[src/rtl/park_scheduler_if.sv]
// park_scheduler_if: gate request/response and lot status bundle for park_scheduler
interface park_scheduler_if;
  logic entry_req;
  logic exit_req;
  logic [2:0] exit_token;
  logic [2:0] pattern;
  logic entry_grant;
  logic [2:0] entry_token;
  logic entry_reject;
  logic exit_ack;
  logic [7:0] exit_location;
  logic exit_err;
  logic [7:0] occupied;
  logic [3:0] free_count;
  logic full;
  logic locked;
  modport master (
    output entry_req, exit_req, exit_token, pattern,
    input entry_grant, entry_token, entry_reject, exit_ack, exit_location, exit_err,
    input occupied, free_count, full, locked
  );
  modport slave (
    input entry_req, exit_req, exit_token, pattern,
    output entry_grant, entry_token, entry_reject, exit_ack, exit_location, exit_err,
    output occupied, free_count, full, locked
  );
endinterface

[src/rtl/park_scheduler.sv]
// park_scheduler: 8-slot parking lot sequencer with token-encrypted entry/exit; PARK_LOCKOUT_EN adds exit lockout after repeated bad tokens
module park_scheduler #(
  parameter int N_SLOTS = 8,
  parameter int MAX_FAIL = 3,
  parameter int LOCK_CYCLES = 16
) (
  input logic clk,
  input logic rst_n,
  park_scheduler_if.slave bus
);
  typedef enum logic [1:0] {IDLE, ALLOC, CHECK, HOLD} state_t;
  state_t state, state_nxt;
  logic [2:0] pat_q, tok_q, pat_nxt, tok_nxt;
  logic is_exit, is_exit_nxt;
  logic [7:0] occ_nxt, loc_nxt;
  logic [3:0] fc_nxt;
  logic grant_nxt, rej_nxt, ack_nxt, err_nxt;
  logic [2:0] etok_nxt, free_s, chk_s;
  logic found, chk_ok, lock_busy;
  always_comb begin
    found = 1'b0;
    free_s = 3'd0;
    for (int i = 7; i >= 0; i--)
      if (i < N_SLOTS && !bus.occupied[i]) begin
        found = 1'b1;
        free_s = 3'(i);
      end
    chk_s = tok_q ^ pat_q;
    chk_ok = int'(chk_s) < N_SLOTS && bus.occupied[chk_s];
    state_nxt = state;
    pat_nxt = pat_q;
    tok_nxt = tok_q;
    is_exit_nxt = is_exit;
    occ_nxt = bus.occupied;
    fc_nxt = bus.free_count;
    grant_nxt = 1'b0;
    rej_nxt = 1'b0;
    ack_nxt = 1'b0;
    err_nxt = 1'b0;
    etok_nxt = 3'd0;
    loc_nxt = 8'd0;
    case (state)
      IDLE:
        if (bus.exit_req && !lock_busy) begin
          tok_nxt = bus.exit_token;
          pat_nxt = bus.pattern;
          is_exit_nxt = 1'b1;
          state_nxt = CHECK;
        end else if (bus.entry_req) begin
          pat_nxt = bus.pattern;
          is_exit_nxt = 1'b0;
          state_nxt = ALLOC;
        end
      ALLOC: begin
        if (found) begin
          occ_nxt[free_s] = 1'b1;
          fc_nxt = bus.free_count - 4'd1;
          grant_nxt = 1'b1;
          etok_nxt = free_s ^ pat_q;
        end else
          rej_nxt = 1'b1;
        state_nxt = HOLD;
      end
      CHECK: begin
        if (chk_ok) begin
          occ_nxt[chk_s] = 1'b0;
          fc_nxt = bus.free_count + 4'd1;
          ack_nxt = 1'b1;
          loc_nxt = 8'b1 << chk_s;
        end else
          err_nxt = 1'b1;
        state_nxt = HOLD;
      end
      default: state_nxt = (is_exit ? bus.exit_req : bus.entry_req) ? HOLD : IDLE;
    endcase
  end
  always_ff @(posedge clk)
    if (!rst_n) begin
      state <= IDLE;
      pat_q <= 3'd0;
      tok_q <= 3'd0;
      is_exit <= 1'b0;
      bus.occupied <= 8'd0;
      bus.free_count <= 4'(N_SLOTS);
      bus.full <= 1'b0;
      bus.entry_grant <= 1'b0;
      bus.entry_token <= 3'd0;
      bus.entry_reject <= 1'b0;
      bus.exit_ack <= 1'b0;
      bus.exit_location <= 8'd0;
      bus.exit_err <= 1'b0;
    end else begin
      state <= state_nxt;
      pat_q <= pat_nxt;
      tok_q <= tok_nxt;
      is_exit <= is_exit_nxt;
      bus.occupied <= occ_nxt;
      bus.free_count <= fc_nxt;
      bus.full <= fc_nxt == 4'd0;
      bus.entry_grant <= grant_nxt;
      bus.entry_token <= etok_nxt;
      bus.entry_reject <= rej_nxt;
      bus.exit_ack <= ack_nxt;
      bus.exit_location <= loc_nxt;
      bus.exit_err <= err_nxt;
    end
`ifdef PARK_LOCKOUT_EN
  localparam int FW = $clog2(MAX_FAIL + 1);
  localparam int TW = $clog2(LOCK_CYCLES + 1);
  logic [FW-1:0] fails;
  logic [TW-1:0] timer;
  logic locked_q;
  assign lock_busy = locked_q;
  assign bus.locked = locked_q;
  always_ff @(posedge clk)
    if (!rst_n) begin
      fails <= '0;
      timer <= '0;
      locked_q <= 1'b0;
    end else begin
      if (locked_q) begin
        timer <= timer - 1'b1;
        if (timer == TW'(1)) locked_q <= 1'b0;
      end
      if (ack_nxt)
        fails <= '0;
      else if (err_nxt) begin
        if (fails == FW'(MAX_FAIL - 1)) begin
          fails <= '0;
          locked_q <= 1'b1;
          timer <= TW'(LOCK_CYCLES);
        end else
          fails <= fails + 1'b1;
      end
    end
`else
  logic unused_params;
  assign unused_params = ^{MAX_FAIL, LOCK_CYCLES};
  assign lock_busy = 1'b0;
  assign bus.locked = 1'b0;
`endif
endmodule

[src/flat_wrapper.sv]
// flat-port wrapper written by rule: the top's interface ports become plain ports
module park_scheduler_flat 
#(
  parameter int N_SLOTS = 8,
  parameter int MAX_FAIL = 3,
  parameter int LOCK_CYCLES = 16
)
  (clk, rst_n, bus_entry_req, bus_exit_req, bus_exit_token, bus_pattern, bus_entry_grant, bus_entry_token, bus_entry_reject, bus_exit_ack, bus_exit_location, bus_exit_err, bus_occupied, bus_free_count, bus_full, bus_locked);
  park_scheduler_if bus_i ();
  input logic clk;
  input logic rst_n;
  input wire logic [$bits(bus_i.entry_req)-1:0] bus_entry_req;
  input wire logic [$bits(bus_i.exit_req)-1:0] bus_exit_req;
  input wire logic [$bits(bus_i.exit_token)-1:0] bus_exit_token;
  input wire logic [$bits(bus_i.pattern)-1:0] bus_pattern;
  output wire logic [$bits(bus_i.entry_grant)-1:0] bus_entry_grant;
  output wire logic [$bits(bus_i.entry_token)-1:0] bus_entry_token;
  output wire logic [$bits(bus_i.entry_reject)-1:0] bus_entry_reject;
  output wire logic [$bits(bus_i.exit_ack)-1:0] bus_exit_ack;
  output wire logic [$bits(bus_i.exit_location)-1:0] bus_exit_location;
  output wire logic [$bits(bus_i.exit_err)-1:0] bus_exit_err;
  output wire logic [$bits(bus_i.occupied)-1:0] bus_occupied;
  output wire logic [$bits(bus_i.free_count)-1:0] bus_free_count;
  output wire logic [$bits(bus_i.full)-1:0] bus_full;
  output wire logic [$bits(bus_i.locked)-1:0] bus_locked;
  assign bus_i.entry_req = bus_entry_req;
  assign bus_i.exit_req = bus_exit_req;
  assign bus_i.exit_token = bus_exit_token;
  assign bus_i.pattern = bus_pattern;
  assign bus_entry_grant = bus_i.entry_grant;
  assign bus_entry_token = bus_i.entry_token;
  assign bus_entry_reject = bus_i.entry_reject;
  assign bus_exit_ack = bus_i.exit_ack;
  assign bus_exit_location = bus_i.exit_location;
  assign bus_exit_err = bus_i.exit_err;
  assign bus_occupied = bus_i.occupied;
  assign bus_free_count = bus_i.free_count;
  assign bus_full = bus_i.full;
  assign bus_locked = bus_i.locked;
  park_scheduler #(.N_SLOTS(N_SLOTS), .MAX_FAIL(MAX_FAIL), .LOCK_CYCLES(LOCK_CYCLES)) u_core (.clk(clk), .rst_n(rst_n), .bus(bus_i));
endmodule
[config.mk]
export PLATFORM = sky130hd
export DESIGN_NAME = park_scheduler_flat
export DESIGN_NICKNAME = d
export VERILOG_FILES = /design/src/rtl/park_scheduler_if.sv /design/src/rtl/park_scheduler.sv /design/src/flat_wrapper.sv
export SDC_FILE = /design/constraint.sdc
export NUM_CORES = 1
export LEC_CHECK = 0
export CORE_MARGIN = 4
export CORE_UTILIZATION = 45
export CTS_CLUSTER_DIAMETER = 120
export CTS_CLUSTER_SIZE = 20
export DETAILED_ROUTE_END_ITERATION = 12
export GPL_ROUTABILITY_DRIVEN = 0
export PLACE_DENSITY = 0.72
export SKIP_LAST_GASP = 1
export SLEW_MARGIN = 20
export SYNTH_ARGS = -nofsm -noshare
export SYNTH_HDL_FRONTEND = slang
export SYNTH_SLANG_ARGS = --single-unit
[constraint.sdc]
create_clock -name clk -period 5.85 [get_ports clk]
set_clock_uncertainty 0.15 [all_clocks]
set_input_delay 1.17 -clock clk [delete_from_list [all_inputs] [get_ports clk]]
set_output_delay 1.17 -clock clk [all_outputs]
set_load 0.02 [all_outputs]
# Yosys cells after proc, flatten, opt, wreduce, memory -nomap -nowiden
# Cells that the tools add are included.
# op_classes
add_sub_neg	2
multipliers	0
div	0
order_cmp	4
eq_ne	5
shifts	1
mux	41
bitwise_logic	5
reduce_logical	14
# ops
cell	count
two-way mux 3 bit	10
two-way mux 1 bit	18
two-way mux 8 bit	2
one-hot mux 8 bit (2 select lines)	1
AND reduction 3 bit	3
AND 8 bit	1
< comparator 3 x 4 -> 1 bit (second input constant)	2
two-way mux 4 bit	2
inverter 8 bit	1
OR 8 bit	1
one-hot mux 4 bit (2 select lines)	1
AND reduction 2 bit	4
<< shifter 1 x 3 -> 8 bit (first input constant)	1
demux 1 bit (select 3 bit)	2
>= comparator 3 x 1 -> 1 bit (second input constant)	2
two-way mux 2 bit	3
bitwise XOR 3 bit	2
adder 4 x 1 -> 4 bit (second input constant)	1
zero test 4 bit	1
inequality test 2 x 1 -> 1 bit (second input constant)	2
one-hot mux 2 bit (2 select lines)	1
nonzero test 2 bit	2
subtractor 4 x 1 -> 4 bit (second input constant)	1
binary-select mux 1 bit (select 3 bit)	1
6 further kinds	7
# totals
regBits	37
latch_bits	0
mem_bits_rw	0
mem_bits_ro	0
output_inout_bits	29
word_cells	85
n_memories	0

# Longest topological paths before layout
# depth
word_depth	15
ltp_mapped	8
mapped_depth_nobuf	7

# Worst setup path before layout
# Ideal clock, no wire load.
# synth_timing
kind	flip-flop to flip-flop
startpoint	reg u_core.pat_q[1]
endpoint	reg u_core.bus.full
setup_time_ns	0.088
t_arrival_ns	2.313
required_ns	5.612
slack_ns	3.299
stages_incl_launch_ff	8
n_path_buf	1
cell_sequence	dfxtp_1 > xor2_2 > mux4_1 > mux2_4 > buf_6 > mux2i_1 > or3_1 > nor4_2
# synth_between
elab_chain_len	6
# synth_lines
element	line_no	source
from (decl)	park_scheduler.sv:13	logic [2:0] pat_q, tok_q, pat_nxt, tok_nxt;
from (signal assigned)	park_scheduler.sv:94	pat_q <= pat_nxt;
bitwise XOR 3 bit	park_scheduler.sv:28	chk_s = tok_q ^ pat_q;
binary-select mux 1 bit (select 3 bit)	park_scheduler.sv:29	chk_ok = int'(chk_s) < N_SLOTS && bus.occupied[chk_s];
two-way mux 1 bit (not written as such)	park_scheduler.sv:29	
two-way mux 4 bit	park_scheduler.sv:65	if (chk_ok) begin
one-hot mux 4 bit (2 select lines)	park_scheduler.sv:42	case (state)
zero test 4 bit	park_scheduler.sv:99	bus.full <= fc_nxt == 4'd0;
to (signal assigned)	park_scheduler.sv:85	bus.full <= 1'b0;
to (signal assigned)	park_scheduler.sv:99	
to (decl)	park_scheduler_if.sv:25	output occupied, free_count, full, locked
# Every way passes these cells. The select of a mux whose other input is x is not followed.
# A chain may end at the register's enable or synchronous reset.

# Worst setup path in the final report
# layout_timing
startpoint	reg u_core.bus.free_count[0]
endpoint	out bus_free_count[0]
# layout_lines
element	line_no	source
from (decl)	park_scheduler_if.sv:25	
from (signal assigned)	park_scheduler.sv:84	bus.free_count <= 4'(N_SLOTS);
from (signal assigned)	park_scheduler.sv:98	bus.free_count <= fc_nxt;
to (decl)	flat_wrapper.sv:23	output wire logic [$bits(bus_i.free_count)-1:0] bus_free_count;
# No word-level cell between the ends.

==> results.json <==
{
  "path_clk_slew_ps": 80,
  "finalNonFillerCells": 286,
  "final_net_count": 253,
  "regToRegSetupSlack_ps": 3140,
  "cts_max_level": 2,
  "synth_area_um2": 1828,
  "clk_latency_ps": 290,
  "dp.cells": 278,
  "path_cells": "clkdlybuf4s50_1",
  "final.min_clock_period_ps": 2745,
  "grt_pass1_wl_um": 6651,
  "antenna_found_initial": 0,
  "r2r_cells": 6,
  "outcome": "complete, no violations",
  "vias_per_cell": 5.420,
  "synth_nets": 219,
  "min_to": "u_core.tok_q[0]",
  "drt_iter0_markers": 93,
  "crit_path_start_kind": "flip-flop",
  "path_buf_inv": 1,
  "async_flop_share": 0,
  "slowest_stage": "clkdlybuf4s50_1",
  "dp_hpwl_um": 2887,
  "drt_pass1_iterations": 4,
  "initial_utilization": 0.4812,
  "synth-seq-area-share": 0.4052,
  "cp.arrival_ps": 1430,
  "clock-sinks": 37,
  "clockRootBuffer": "clkbuf_8",
  "vias": 1550,
  "hold_start": "u_core.tok_q[0]",
  "fmax_ghz": 0.3643,
  "finalPower_uw": 1029,
  "hp-class": "reg -> reg",
  "finalHoldViolations": 0,
  "numCtsBuffers": 5,
  "r2r_end": "u_core.bus.full",
  "critPathRequiredTime_ps": 4530,
  "drv_cap": 0,
  "ios": 39,
  "synth_flop_cell": "dfxtp_1",
  "crit_fanout": 7,
  "port_buffers": 37,
  "ant_nets": 0,
  "dieArea_um2": 5146,
  "worstMarginPinSlew_ps": 897.2,
  "overflow": 0,
  "ys_ff_latch": 37,
  "ir_worst_vdd_v": 0.0002645,
  "rsz0062_at_grt": "false",
  "endpoint_kind": "output pin",
  "fp.dieH_um": 71.74,
  "clock_path_buffers": 2,
  "cp_top_family": "buffers and inverters",
  "pwr_density_cell_nw_per_um2": 438.3,
  "coreArea_um2": 3799,
  "first_global_vias": 1439,
  "diodes": 0,
  "grt_start_max_net_pins": 30,
  "post_cts_buffers": 0,
  "cts_tree": "built",
  "rows": 22,
  "drv_slew": 0,
  "r2r_start": "u_core.pat_q[1]",
  "post-route-drc-count": 0,
  "synth_area_per_cell_um2": 9.005,
  "relSlewSlack": 0.4000,
  "setup_violations": 0,
  "finalCritPeriodShare": 0.4693,
  "drive_above_1_share": 0.06303,
  "drt_wl_total_um": 3862,
  "syn_inst": 203,
  "holdBufCountCts": 0,
  "tns_ps": 0,
  "grt.total_usage": 0.1587,
  "holdPathStages": 2,
  "synth_edf_count": 0,
  "ys_warn_count": 0,
  "p_leak_uw": 0.0008789,
  "area_growth_pct": 28.41,
  "die_x_um": 71.74,
  "synth_cell_types": 48,
  "finalCoreUtilization": 0.6179,
  "critPathKind": "reg -> out",
  "wl_per_cell_um": 13.50,
  "postCtsResizedCells": 0,
  "slowest_delay_ps": 660
}
metrics by stage:
step | cell area (um2) | setup WS [ps] | hold slack, ps
2_1_floorplan | 1828 | 3299 | 324.1
5_1_grt | 2347 | 2991 | 399.3
3_3_place_gp | 2210 | 2884 | 342.2
6_report | 2347 | 3105 | 353.3
4_1_cts | 2347 | 3109 | 360.5
3_5_place_dp | 2210 | 2852 | 348.8
area by class of cell:
| type | instances | area [um2] |
|---|---|---|
| fillers | 347 | 1451 |
| multi-input cells | 149 | 1012 |
| flip-flops and latches | 37 | 740.7 |
| repair buffers | 37 | 370.4 |
| clock buffers | 5 | 68.82 |
| clock inverters | 3 | 68.82 |
| well taps | 48 | 60.06 |
| inverters | 7 | 26.28 |
layout by cell type, fill, tap and decap left out, types with 6 or more instances in the layout:
master,instances
nand3_1,9
o21ai_1,6
nand4_1,7
nor2_1,14
ha_1,6
clkdlybuf4s50_1,37
nand2b_1,6
inv_1,7
mux2i_1,8
nand2_1,25
dfxtp_1,37
sequential cells by signal, indices dropped and copies added, names as in the netlist:
signal,flops
u_core.bus.exit_location,8
u_core.bus.occupied,8
u_core.bus.free_count,4
u_core.bus.entry_token,3
u_core.pat_q,3
u_core.tok_q,3
u_core.state,2
u_core.bus.entry_grant,1
u_core.bus.entry_reject,1
u_core.bus.exit_ack,1
u_core.bus.exit_err,1
u_core.bus.full,1
u_core.is_exit,1
power by group:
group,internal [uW],total [uW],leakage [uW],switching [uW]
sequential,292,336,0.000301,43.8
clock,172,266,0.0000687,94.4
combinational,186,427,0.000509,241
total,650,1030,0.000879,379
per-layer routing:
metal  global-route usage  up-vias  share of wire
met3              0.03366        6          0.074
li1                     -      772              -
met4              0.05637        0          0.013
met2               0.2459       53           0.45
met1               0.2171      719           0.47
met5                    0        -              0
synth_stat cells (all sizes together) (6+ instances only):
master   n  area share
a21boi   9       0.037
clkbuf   7       0.014
dfxtp   37        0.41
ha       6       0.041
inv      7       0.014
mux2i    8       0.044
nand2   25       0.051
nand2b   6       0.021
nand3    9       0.025
nand4    7       0.024
nor2    14       0.029
o21ai    9       0.025
cells by family after synthesis:
family                   synth area share
adder cells (fa/ha/maj)           0.04107
XOR/XNOR                          0.04654
AO/OA/AOI/OAI                      0.1328
multiplexers                      0.08693
buffers and inverters             0.04107
flip-flops                         0.4052
other                            0.002051
AND/OR/NAND/NOR                    0.2443
how the worst max path moves through the flow:
stage | start | slack, ps | to | cells past startpoint
after CTS | u_core.bus.free_count[0] | 3110 | bus_free_count[0] | 1
after floorplan | u_core.pat_q[1] | 3300 | u_core.bus.full | 7
final | u_core.bus.free_count[0] | 3100 | bus_free_count[0] | 1
after global routing | rst_n | 2990 | u_core.bus.entry_token[0] | 3
after detailed placement | rst_n | 2850 | u_core.bus.full | 3
after global placement | rst_n | 2880 | u_core.bus.full | 3
No activity file was read; power rests on OpenSTA's default activity.
